===== src/rtl/ir_uart_frame_tx.sv =====
// Serialises one captured IR frame into a UART byte message. The payload is binary or ASCII-hex
// data, or a fixed "fail" message, with an optional CR/LF tail. Frames offered while busy are counted.
module ir_uart_frame_tx #(
   parameter int DATA_W     = 11,
   parameter int GAP_CYCLES = 600,
   parameter bit HEX_MODE   = 1'b0,
   parameter bit TERM_EN    = 1'b0
) (
   input  logic              clk,
   input  logic              rst,
   input  logic              frame_valid,
   input  logic              frame_ok,
   input  logic [DATA_W-1:0] frame_data,
   output logic              frame_ready,
   output logic              tx_start,
   output logic [7:0]        tx_data,
   input  logic              tx_busy,
   input  logic              tx_done,
   output logic              msg_done,
   output logic [7:0]        drop_cnt
);
   localparam int NB = (DATA_W + 7) / 8;
   localparam int NH = (DATA_W + 3) / 4;
   localparam int GW = (GAP_CYCLES > 1) ? $clog2(GAP_CYCLES) : 1;
   localparam logic [GW-1:0] GAP_LOAD = GW'(GAP_CYCLES - 1);
   localparam logic [3:0] LAST_OK  = 4'(HEX_MODE ? NH - 1 : NB - 1);
   localparam logic [3:0] TERM_ADD = TERM_EN ? 4'd2 : 4'd0;
   localparam logic [2:0] NH_M1    = 3'(NH - 1);

   typedef enum logic [1:0] {S_IDLE, S_ISSUE, S_WAIT, S_GAP} state_e;

   state_e            state_q, state_d;
   logic [DATA_W-1:0] data_q, data_d;
   logic              ok_q, ok_d;
   logic [3:0]        idx_q, idx_d;
   logic [GW-1:0]     gap_q, gap_d;
   logic [7:0]        tx_data_q, tx_data_d;
   logic [7:0]        drop_q, drop_d;

   logic [3:0][7:0] data_bytes;
   logic [7:0][3:0] data_nibs;
   logic [3:0]      payload_last, last_idx, nib;
   logic [2:0]      nib_sel;
   logic [7:0]      hex_char, cur_byte;

   assign data_bytes = 32'(data_q);
   assign data_nibs  = 32'(data_q);

   // Byte at the current index: payload first (hex digits MSB first), then the CR/LF tail.
   always_comb begin
      payload_last = ok_q ? LAST_OK : 4'd3;
      last_idx     = payload_last + TERM_ADD;
      nib_sel      = NH_M1 - idx_q[2:0];
      nib          = data_nibs[nib_sel];
      hex_char     = (nib <= 4'd9) ? (8'h30 + {4'h0, nib}) : (8'h37 + {4'h0, nib});
      cur_byte     = 8'h00;
      if (idx_q > payload_last) begin
         cur_byte = (idx_q == payload_last + 4'd1) ? 8'h0D : 8'h0A;
      end else if (!ok_q) begin
         case (idx_q[1:0])
            2'd0:    cur_byte = 8'h66;
            2'd1:    cur_byte = 8'h61;
            2'd2:    cur_byte = 8'h69;
            default: cur_byte = 8'h6C;
         endcase
      end else if (HEX_MODE) begin
         cur_byte = hex_char;
      end else begin
         cur_byte = data_bytes[idx_q[1:0]];
      end
   end

   // NOTE: every signal driven here gets a default first, so no path can infer a latch.
   always_comb begin
      state_d     = state_q;
      data_d      = data_q;
      ok_d        = ok_q;
      idx_d       = idx_q;
      gap_d       = gap_q;
      tx_data_d   = tx_data_q;
      drop_d      = drop_q;
      frame_ready = (state_q == S_IDLE);
      tx_start    = 1'b0;
      tx_data     = tx_data_q;
      msg_done    = 1'b0;

      if (frame_valid && state_q != S_IDLE && drop_q != 8'hFF) begin
         drop_d = drop_q + 8'd1;
      end

      case (state_q)
         S_IDLE: begin
            if (frame_valid) begin
               data_d  = frame_data;
               ok_d    = frame_ok;
               idx_d   = 4'd0;
               state_d = S_ISSUE;
            end
         end
         S_ISSUE: begin
            tx_data = cur_byte;
            if (!tx_busy) begin
               tx_start  = 1'b1;
               tx_data_d = cur_byte;
               state_d   = S_WAIT;
            end
         end
         S_WAIT: begin
            if (tx_done) begin
               if (idx_q == last_idx) begin
                  msg_done = 1'b1;
                  state_d  = S_IDLE;
               end else begin
                  idx_d   = idx_q + 4'd1;
                  gap_d   = GAP_LOAD;
                  state_d = S_GAP;
               end
            end
         end
         S_GAP: begin
            if (gap_q == '0) state_d = S_ISSUE;
            else             gap_d   = gap_q - 1'b1;
         end
         default: state_d = S_IDLE;
      endcase
   end

   // NOTE: state registers use non-blocking assignments so every flop updates from pre-edge values.
   always_ff @(posedge clk) begin
      if (rst) begin
         state_q   <= S_IDLE;
         data_q    <= '0;
         ok_q      <= 1'b0;
         idx_q     <= 4'd0;
         gap_q     <= '0;
         tx_data_q <= 8'h00;
         drop_q    <= 8'h00;
      end else begin
         state_q   <= state_d;
         data_q    <= data_d;
         ok_q      <= ok_d;
         idx_q     <= idx_d;
         gap_q     <= gap_d;
         tx_data_q <= tx_data_d;
         drop_q    <= drop_d;
      end
   end

   assign drop_cnt = drop_q;

endmodule


===== config.mk =====
export PLATFORM = sky130hd
export DESIGN_NAME = ir_uart_frame_tx
export DESIGN_NICKNAME = d
export VERILOG_FILES = /design/src/rtl/ir_uart_frame_tx.sv
export SDC_FILE = /design/constraint.sdc
export NUM_CORES = 1
export LEC_CHECK = 0
export CORE_MARGIN = 4
export CORE_UTILIZATION = 48
export DETAILED_ROUTE_END_ITERATION = 10
export PLACE_DENSITY_LB_ADDON = 0.25
export SETUP_SLACK_MARGIN = 0.5
export SKIP_LAST_GASP = 1
export SYNTH_ARGS = -nofsm -noshare
export SYNTH_HDL_FRONTEND = slang
export SYNTH_SLANG_ARGS = --single-unit
export TNS_END_PERCENT = 50

===== constraint.sdc =====
create_clock -name clk -period 2.2 [get_ports clk]
set_clock_uncertainty 0.1 [all_clocks]
set_input_delay 0.22 -clock clk [delete_from_list [all_inputs] [get_ports clk]]
set_output_delay 0.22 -clock clk [all_outputs]
set_load 0.02 [all_outputs]

==> results of run 1 <==
-- flip-flops by register name (all words and copies together), names as in the netlist --
name and count:
data_q 11, gap_q 10, drop_cnt 8, tx_data_q 8, idx_q 4, state_q 2, ok_q 1
-- metal layers --
| metal | global-route usage | vias to the layer above |
|---|---|---|
| li1 | - | 1225 |
| met1 | 0.2810 | 1154 |
| met2 | 0.3594 | 79 |
| met3 | 0.04082 | 12 |
| met4 | 0.07388 | 0 |
| met5 | 0 | - |
-- final timing paths --
check / end / start
worst max-delay path: tx_data[2] / ok_q
worst min-delay path: tx_data_q[5] / tx_data_q[5]
worst max register to register: gap_q[4] / idx_q[1]
worst min register to register: tx_data_q[5] / tx_data_q[5]
-- area by class of cell --
| cell class | count | share of cell area |
|---|---|---|
| multi-input cells | 225 | 0.4933 |
| flip-flops and latches | 44 | 0.2532 |
| repair buffers | 76 | 0.1887 |
| clock buffers | 7 | 0.02430 |
| well taps | 67 | 0.02359 |
| inverters | 14 | 0.01479 |
| clock inverters | 1 | 0.002113 |
-- cell usage after synthesis (all sizes together), types with 3 or more instances --
master and n:
dfxtp 44, nand2 39, a21oi 31, nor2 15, inv 14, clkbuf 12
o21ai 12, ha 10, nand3 10, nor3 10, nand2b 8, nand4 8
mux2i 7, or2 6, or3 6, o211ai 5, a31oi 4, and3 4
buf 4, a2111oi 3, mux2 3, nor4 3, o31a 3, or4 3
xor2 3
-- per-stage QoR --
stage,setup slack [ns],power [uW],std cells
global placement,-0.1115,2026,407
finish,0.004219,2717,434
CTS,-0.02322,2643,426
floorplan,0.2804,1661,299
global route,-0.07204,2898,434
detailed placement,-0.2145,2047,407
-- critical path, cell delays in order, from the launching register on --
cell and delay (ns):
dfxtp_4 0.37, buf_6 0.13, nand2b_4 0.14, a2111oi_4 0.43, buf_4 0.18, a21oi_2 0.04, a21oi_2 0.13, buf_4 0.15
-- where the power goes --
group / internal [uW] / switching, uW
logic: 578 / 657
clock network: 255 / 274
registers: 884 / 69.2
-- what timing repair did --
item                                    CTS  global route
buffers inserted                         11             8
gates resized for setup                  81            31
endpoints found under the setup margin   34            42
pin swaps                                10            21
gates cloned                              0             0
-- logic make-up after synthesis --
group / Yosys count
multiplexers: 10
adder cells (fa/ha/maj): 10
XOR/XNOR: 3
AND/OR/NAND/NOR: 122
flip-flops: 44
AO/OA/AOI/OAI: 80
buffers and inverters: 30
==> metrics.md, run 1 <==
| Metric | Value |
|---|---|
| Status | `completed` |
| Final net count | `393` |
| Wire length per cell | `15.49 microns` |
| CTS tree | `built` |
| Final design utilization | `0.7377` |
| Setup Viol. Count Final | `0` |
| Synth area leader | `dfxtp_1` |
| Hold path cells | `2` |
| H-tree lvl count | `2` |
| Area taken by multi-input logic gates | `between 1500 and 2000 sq um` |
| PwrDens | `764.6 nW/um^2` |
| Root Buffer | `clkbuf_8` |
| Max-slew violations | `0` |
| Pre-antenna DRT Iters | `4` |
| Highest Signal Layer | `met4` |
| Metal3 WL | `402 microns` |
| Area occupied by registers | `between 800 and 900 sq um` |
| Critical Path Source Type | `register` |
| Most frequent cells in the layout | `39 x nand2_1, 39 x buf_4, 35 x dfxtp_1` |
| Top FF cell, synth | `dfxtp_1` |
| Sequential area share after synthesis | `0.3616` |
| CP Max Fanout | `4` |
| Leakage power | `0.001332 uW` |
| Synthesis-to-finish area growth | `45.87%` |
| Tmin final | `2.196 ns` |
| Crit path kind | `register to primary output` |
| Leading post-synthesis cells by cell area | `dfxtp_1 36%, a21oi_1 6.4%, nand2_1 6.0%, ha_1 5.1%, mux2i_1 2.9%` |
| Post-synthesis xor/xnor area fraction | `0.01079` |
| # clock sinks | `between 40 and 50` |
| Share of layout cells above drive strength 1 | `0.3406` |
| Relative slew slack | `0.7199` |
| Arr. time, crit path | `approximately 1.9 ns` |
| Vias | `2470` |
| Row cnt | `25` |
| DR WL met2 | `3130 microns` |
| EDFF count, synth | `0` |
| Vias in the first global route | `about 2300` |
| Hold/Removal Path Class | `register to register` |
| Global-route wire length before repair | `10720 microns` |
| Antenna-violating nets left | `0` |
| Port Buffers | `35` |
| Post-synth ARST share | `0` |
| R2R setup slack | `about 0.12 ns` |
| Die area | `6279 sq um` |
| Via/cell ratio | `5.691` |
| Crit. End Element | `primary output` |
| Hold buffer count at CTS | `0` |
| Final Hold Viols | `0` |
| Worst-Margin Slew | `between 0.4 and 0.5 ns` |
| Mapped cell area | `2436 sq um` |
| M1 WL | `3035 microns` |
| Count of cell types in the netlist | `54` |
| Initial antenna violation count | `0` |
| Maximum clock path buffer count | `2` |
| Fin crit share | `0.9981` |
| Initial Util | `0.5057` |
| Initial DRC Count | `222` |
| Post-Syn Instances | `~300` |
| Placed Area | `3087 sq um` |
| Post-synth net total | `about 330` |
| GRT Total Usage | `0.2165` |
| Ys Warns | `0` |
| Data required time at the worst endpoint | `1.88 ns` |
| Compound-Gate Fraction of Synth Area | `0.2178` |
| Die height | `~80 microns` |
| Adder-Cell Fraction of Synth Area | `0.05136` |
| GPL Wtd Cong | `0.8561` |
| Worst skew pair latency | `0.30 ns` |
| Residual DRC count | `0` |
| Final instance area | `3553 sq um` |
| Synthesized flop and latch total | `44` |
| Ant diodes | `0` |
| Core Box Area | `about 4800 sq um` |
| Overflow after GRT | `0` |
| WHS | `0.3573 ns` |
| RSZ-0062 raised after global routing | `yes` |
| Post-DP HPWL | `4394 microns` |
| CTS clk-pin slew, worst paths | `0.09 ns` |
| Simple-Gate Fraction of Synth Area | `0.2681` |
| Multiplexer area fraction after synthesis | `0.04263` |
| Pin count of the biggest net entering global routing | `37` |
| Maximum vdd drop | `about 0.00042 V` |
| WL final | `approximately 6700 microns` |
| # fillers | `about 360` |
| Cts bufs inserted | `5` |
| Main combinational cell family by area after synthesis | `simple AND/OR/NAND/NOR gates` |
| IO Pins | `36` |
| Synth top area share | `0.3616` |
| FMAX | `0.4554 GHz` |
| Reg2reg path depth | `7` |
| Setup TNS | `0 ns` |
| Die X-Extent | `79.24 microns` |
| Mean post-synth cell area | `a little over 8 sq um` |
| Number of maximum-capacitance violations | `0` |
(Power assumes the default switching activity.)
==> run 2: changes to the inputs <==
--- a/config.mk
+++ b/config.mk
@@ -9,9 +9,7 @@
 export CORE_UTILIZATION = 48
 export DETAILED_ROUTE_END_ITERATION = 10
 export PLACE_DENSITY_LB_ADDON = 0.25
-export SETUP_SLACK_MARGIN = 0.5
 export SKIP_LAST_GASP = 1
 export SYNTH_ARGS = -nofsm -noshare
 export SYNTH_HDL_FRONTEND = slang
 export SYNTH_SLANG_ARGS = --single-unit
-export TNS_END_PERCENT = 50
==> metrics.md, run 2 (synthesized netlist as in run 1, its figures left out) <==
| Metric | Value |
|---|---|
| Final Hold Viols | `0 (unchanged)` |
| Synthesis-to-finish area growth | `32.87% (was 45.87%)` |
| Root Buffer | `clkbuf_8 (unchanged)` |
| Maximum clock path buffer count | `2 (unchanged)` |
| Violated checks | `negative setup slack` |
| Final net count | `383 (was 393)` |
| WL final | `6124 microns (was 6721 microns)` |
| Vias | `2409 (was 2470)` |
| Arr. time, crit path | `1.92 ns (was 1.88 ns)` |
| Initial DRC Count | `109 (was 222)` |
| Largest delay share family, worst path | `flip-flops (was compound AO/OA/AOI/OAI gates)` |
| Leakage power | `0.001230 uW (was 0.001332 uW)` |
| Pin count of the biggest net entering global routing | `37 (unchanged)` |
| Combinational fraction of design power | `0.407 (was 0.455)` |
| # clock sinks | `44 (unchanged)` |
| Hold/Removal Path Class | `register to register (unchanged)` |
| CP Max Fanout | `5 (was 4)` |
| Top reg by flops | `data_q (unchanged)` |
| Initial Util | `0.5057 (unchanged)` |
| WHS | `0.3559 ns (was 0.3573 ns)` |
| Crit path kind | `register to primary output (unchanged)` |
| Number of flip-flops in the largest register | `11 (unchanged)` |
| Most frequent cells in the layout | `41 x dfxtp_1, 39 x nand2_1, 34 x buf_4 (was 39 x nand2_1, 39 x buf_4, 35 x dfxtp_1)` |
| Number of maximum-capacitance violations | `0 (unchanged)` |
| FMAX | `0.4467 GHz (was 0.4554 GHz)` |
| H-tree lvl count | `2 (unchanged)` |
| Vias in the first global route | `2282 (was 2290)` |
| RSZ-0062 raised after global routing | `yes (unchanged)` |
| Die X-Extent | `79.24 microns (unchanged)` |
| Fin crit share | `1.018 (was 0.9981)` |
| Row cnt | `25 (unchanged)` |
| Ant diodes | `0 (unchanged)` |
| IO Pins | `36 (unchanged)` |
| Maximum vdd drop | `0.0006249 V (was 0.0004203 V)` |
| Critical Path Max Stage Delay | `0.38 ns (was 0.43 ns)` |
| Buf+Inv Stages, Crit Path | `2 (was 3)` |
| Hold buffer count at CTS | `0 (unchanged)` |
| Commonest non-fill, non-tap cell in the layout | `dfxtp_1` |
| Final instance area | `3237 sq um (was 3553 sq um)` |
| Sequential fraction of design power | `0.364 (was 0.351)` |
| Critical Path Source Type | `register (unchanged)` |
| Tmin final | `2.239 ns (was 2.196 ns)` |
| Core Box Area | `4817 sq um (unchanged)` |
| Slowest-stage cell, CP | `dfxtp_4 (was a2111oi_4)` |
| Crit. End Element | `primary output (unchanged)` |
| Status | `finished with violations (was completed)` |
| Worst skew pair latency | `0.30 ns (about the same)` |
| CTS tree | `built (unchanged)` |
| Placed Area | `3002 sq um (was 3087 sq um)` |
| Largest regs | `data_q: 11 flops, gap_q: 10 flops (unchanged)` |
| GPL Wtd Cong | `0.9083 (was 0.8561)` |
| # fillers | `419 (was 359)` |
| Clk pwr share | `0.229 (was 0.195)` |
| Setup Viol. Count Final | `2 (was 0)` |
| Global-route wire length before repair | `10200 microns (was 10720 microns)` |
| Psw | `916.9 uW (was 999.4 uW)` |
| Area occupied by registers | `887.1 sq um (was 899.6 sq um)` |
| Switching share of power | `0.3541 (was 0.3678)` |
| Area taken by multi-input logic gates | `1544 sq um (was 1753 sq um)` |
| Max-slew violations | `0 (unchanged)` |
| Post-DP HPWL | `4367 microns (was 4394 microns)` |
| PwrDens | `800.0 nW/um^2 (was 764.6 nW/um^2)` |
| Overflow after GRT | `0 (unchanged)` |
| Final Power | `2590 uW (was 2717 uW)` |
| Port Buffers | `35 (unchanged)` |
| Die height | `79.24 microns (unchanged)` |
| Die area | `6279 sq um (unchanged)` |
| Initial antenna violation count | `0 (unchanged)` |
| GRT Total Usage | `0.2040 (was 0.2165)` |
| Wire length per cell | `14.51 microns (was 15.49 microns)` |
| Pre-antenna DRT Iters | `4 (unchanged)` |
| Share of layout cells above drive strength 1 | `0.2282 (was 0.3406)` |
| Pint | `1673 uW (was 1718 uW)` |
| Via/cell ratio | `5.709 (was 5.691)` |
| Worst-Margin Slew | `0.5081 ns (was 0.4191 ns)` |
| Residual DRC count | `0 (unchanged)` |
| Critical path cell sequence | `ha_4 > nand3b_1 > a2111oi_4 > buf_4 > a21oi_1 > mux2_2 > buf_6 (was buf_6 > nand2b_4 > a2111oi_4 > buf_4 > a21oi_2 > a21oi_2 > buf_4)` |
| PnR worst setup slack | `-0.03875 ns (was 0.004219 ns)` |
| Data required time at the worst endpoint | `1.88 ns (about the same)` |
| Antenna-violating nets left | `0 (unchanged)` |
| CTS clk-pin slew, worst paths | `0.08 ns (was 0.09 ns)` |
| Cts bufs inserted | `5 (unchanged)` |
| Relative slew slack | `0.6581 (was 0.7199)` |
run 2: changes by cell type in the layout (fill, tap and decap cells not counted), moves of 4 or more:
cell / before / now
a21oi_2: 5 / 1
dfxtp_2: 6 / 2
buf_6: 11 / 4
nand2b_1: 3 / 7
dfxtp_1: 35 / 41
a21oi_1: 26 / 30
buf_4: 39 / 34
run 2: worst paths after layout:
kind | cells after the start | from | slack [ns] | to
min | 2 | data_q[2] | 0.36 | data_q[2]
min reg2reg | 2 | data_q[2] | 0.36 | data_q[2]
max | 7 | idx_q[1] | -0.04 | tx_data[1]
max reg2reg | 7 | idx_q[1] | 0.09 | gap_q[4]
run 2: layout make-up:
cell class / instances / share of cell area
Timing Repair Buffer: 66 / 0.1763
Multi-Input combinational cell: 225 / 0.4770
Tap cell: 67 / 0.02590
Clock buffer: 5 / 0.02126
Sequential cell: 44 / 0.2741
Inverter: 14 / 0.01624
Clock inverter: 1 / 0.009277
run 2: layer usage:
| layer | track usage | vias to the layer above | share of wire |
|---|---|---|---|
| li1 | - | 1206 | - |
| met1 | 0.2633 | 1132 | 0.49 |
| met2 | 0.3342 | 57 | 0.45 |
| met3 | 0.04082 | 14 | 0.041 |
| met4 | 0.07904 | 0 | 0.021 |
| met5 | 0 | - | 0 |
run 2: power by group through the flow:
stage / Sequential [uW] / Clock [uW] / Combinational (uW)
detailed placement: 956 / 0 / 1010
finish: 942 / 594 / 1050
floorplan: 952 / 0 / 638
global route: 956 / 639 / 1160
global placement: 951 / 0 / 993
CTS: 945 / 603 / 994
run 2: through the flow:
| stage | setup TNS, ns | setup WS [ns] | cells | utilization |
|---|---|---|---|---|
| 2_1_floorplan | 0 | 0.05206 | 299 | - |
| 3_5_place_dp | -1.505 | -0.2550 | 411 | 0.6231 |
| 3_3_place_gp | -1.332 | -0.2603 | 411 | 0.6231 |
| 4_1_cts | -0.08787 | -0.05426 | 420 | 0.6525 |
| 5_1_grt | -0.3547 | -0.1150 | 422 | 0.6719 |
| 6_report | -0.04247 | -0.03875 | 422 | 0.6719 |
run 2: what timing repair did:
action,CTS,global route
setup endpoints to repair,11,10
setup buffers,3,2
pin swaps,3,6
gates resized for setup,53,21
run 2: worst min-delay path, stage by stage, from the launching register on:
cell,delay (ns)
dfxtp_1,0.31
nand2_1,0.05
a21oi_1,0.05
==> run 3: changes to the inputs <==
--- a/config.mk
+++ b/config.mk
@@ -9,6 +9,7 @@
 export CORE_UTILIZATION = 48
 export DETAILED_ROUTE_END_ITERATION = 10
 export PLACE_DENSITY_LB_ADDON = 0.25
+export RECOVER_POWER = 100
 export SKIP_LAST_GASP = 1
 export SYNTH_ARGS = -nofsm -noshare
 export SYNTH_HDL_FRONTEND = slang
==> results of run 3 <==
No change in the layout: final DEF, timing and power equal those of run 2.
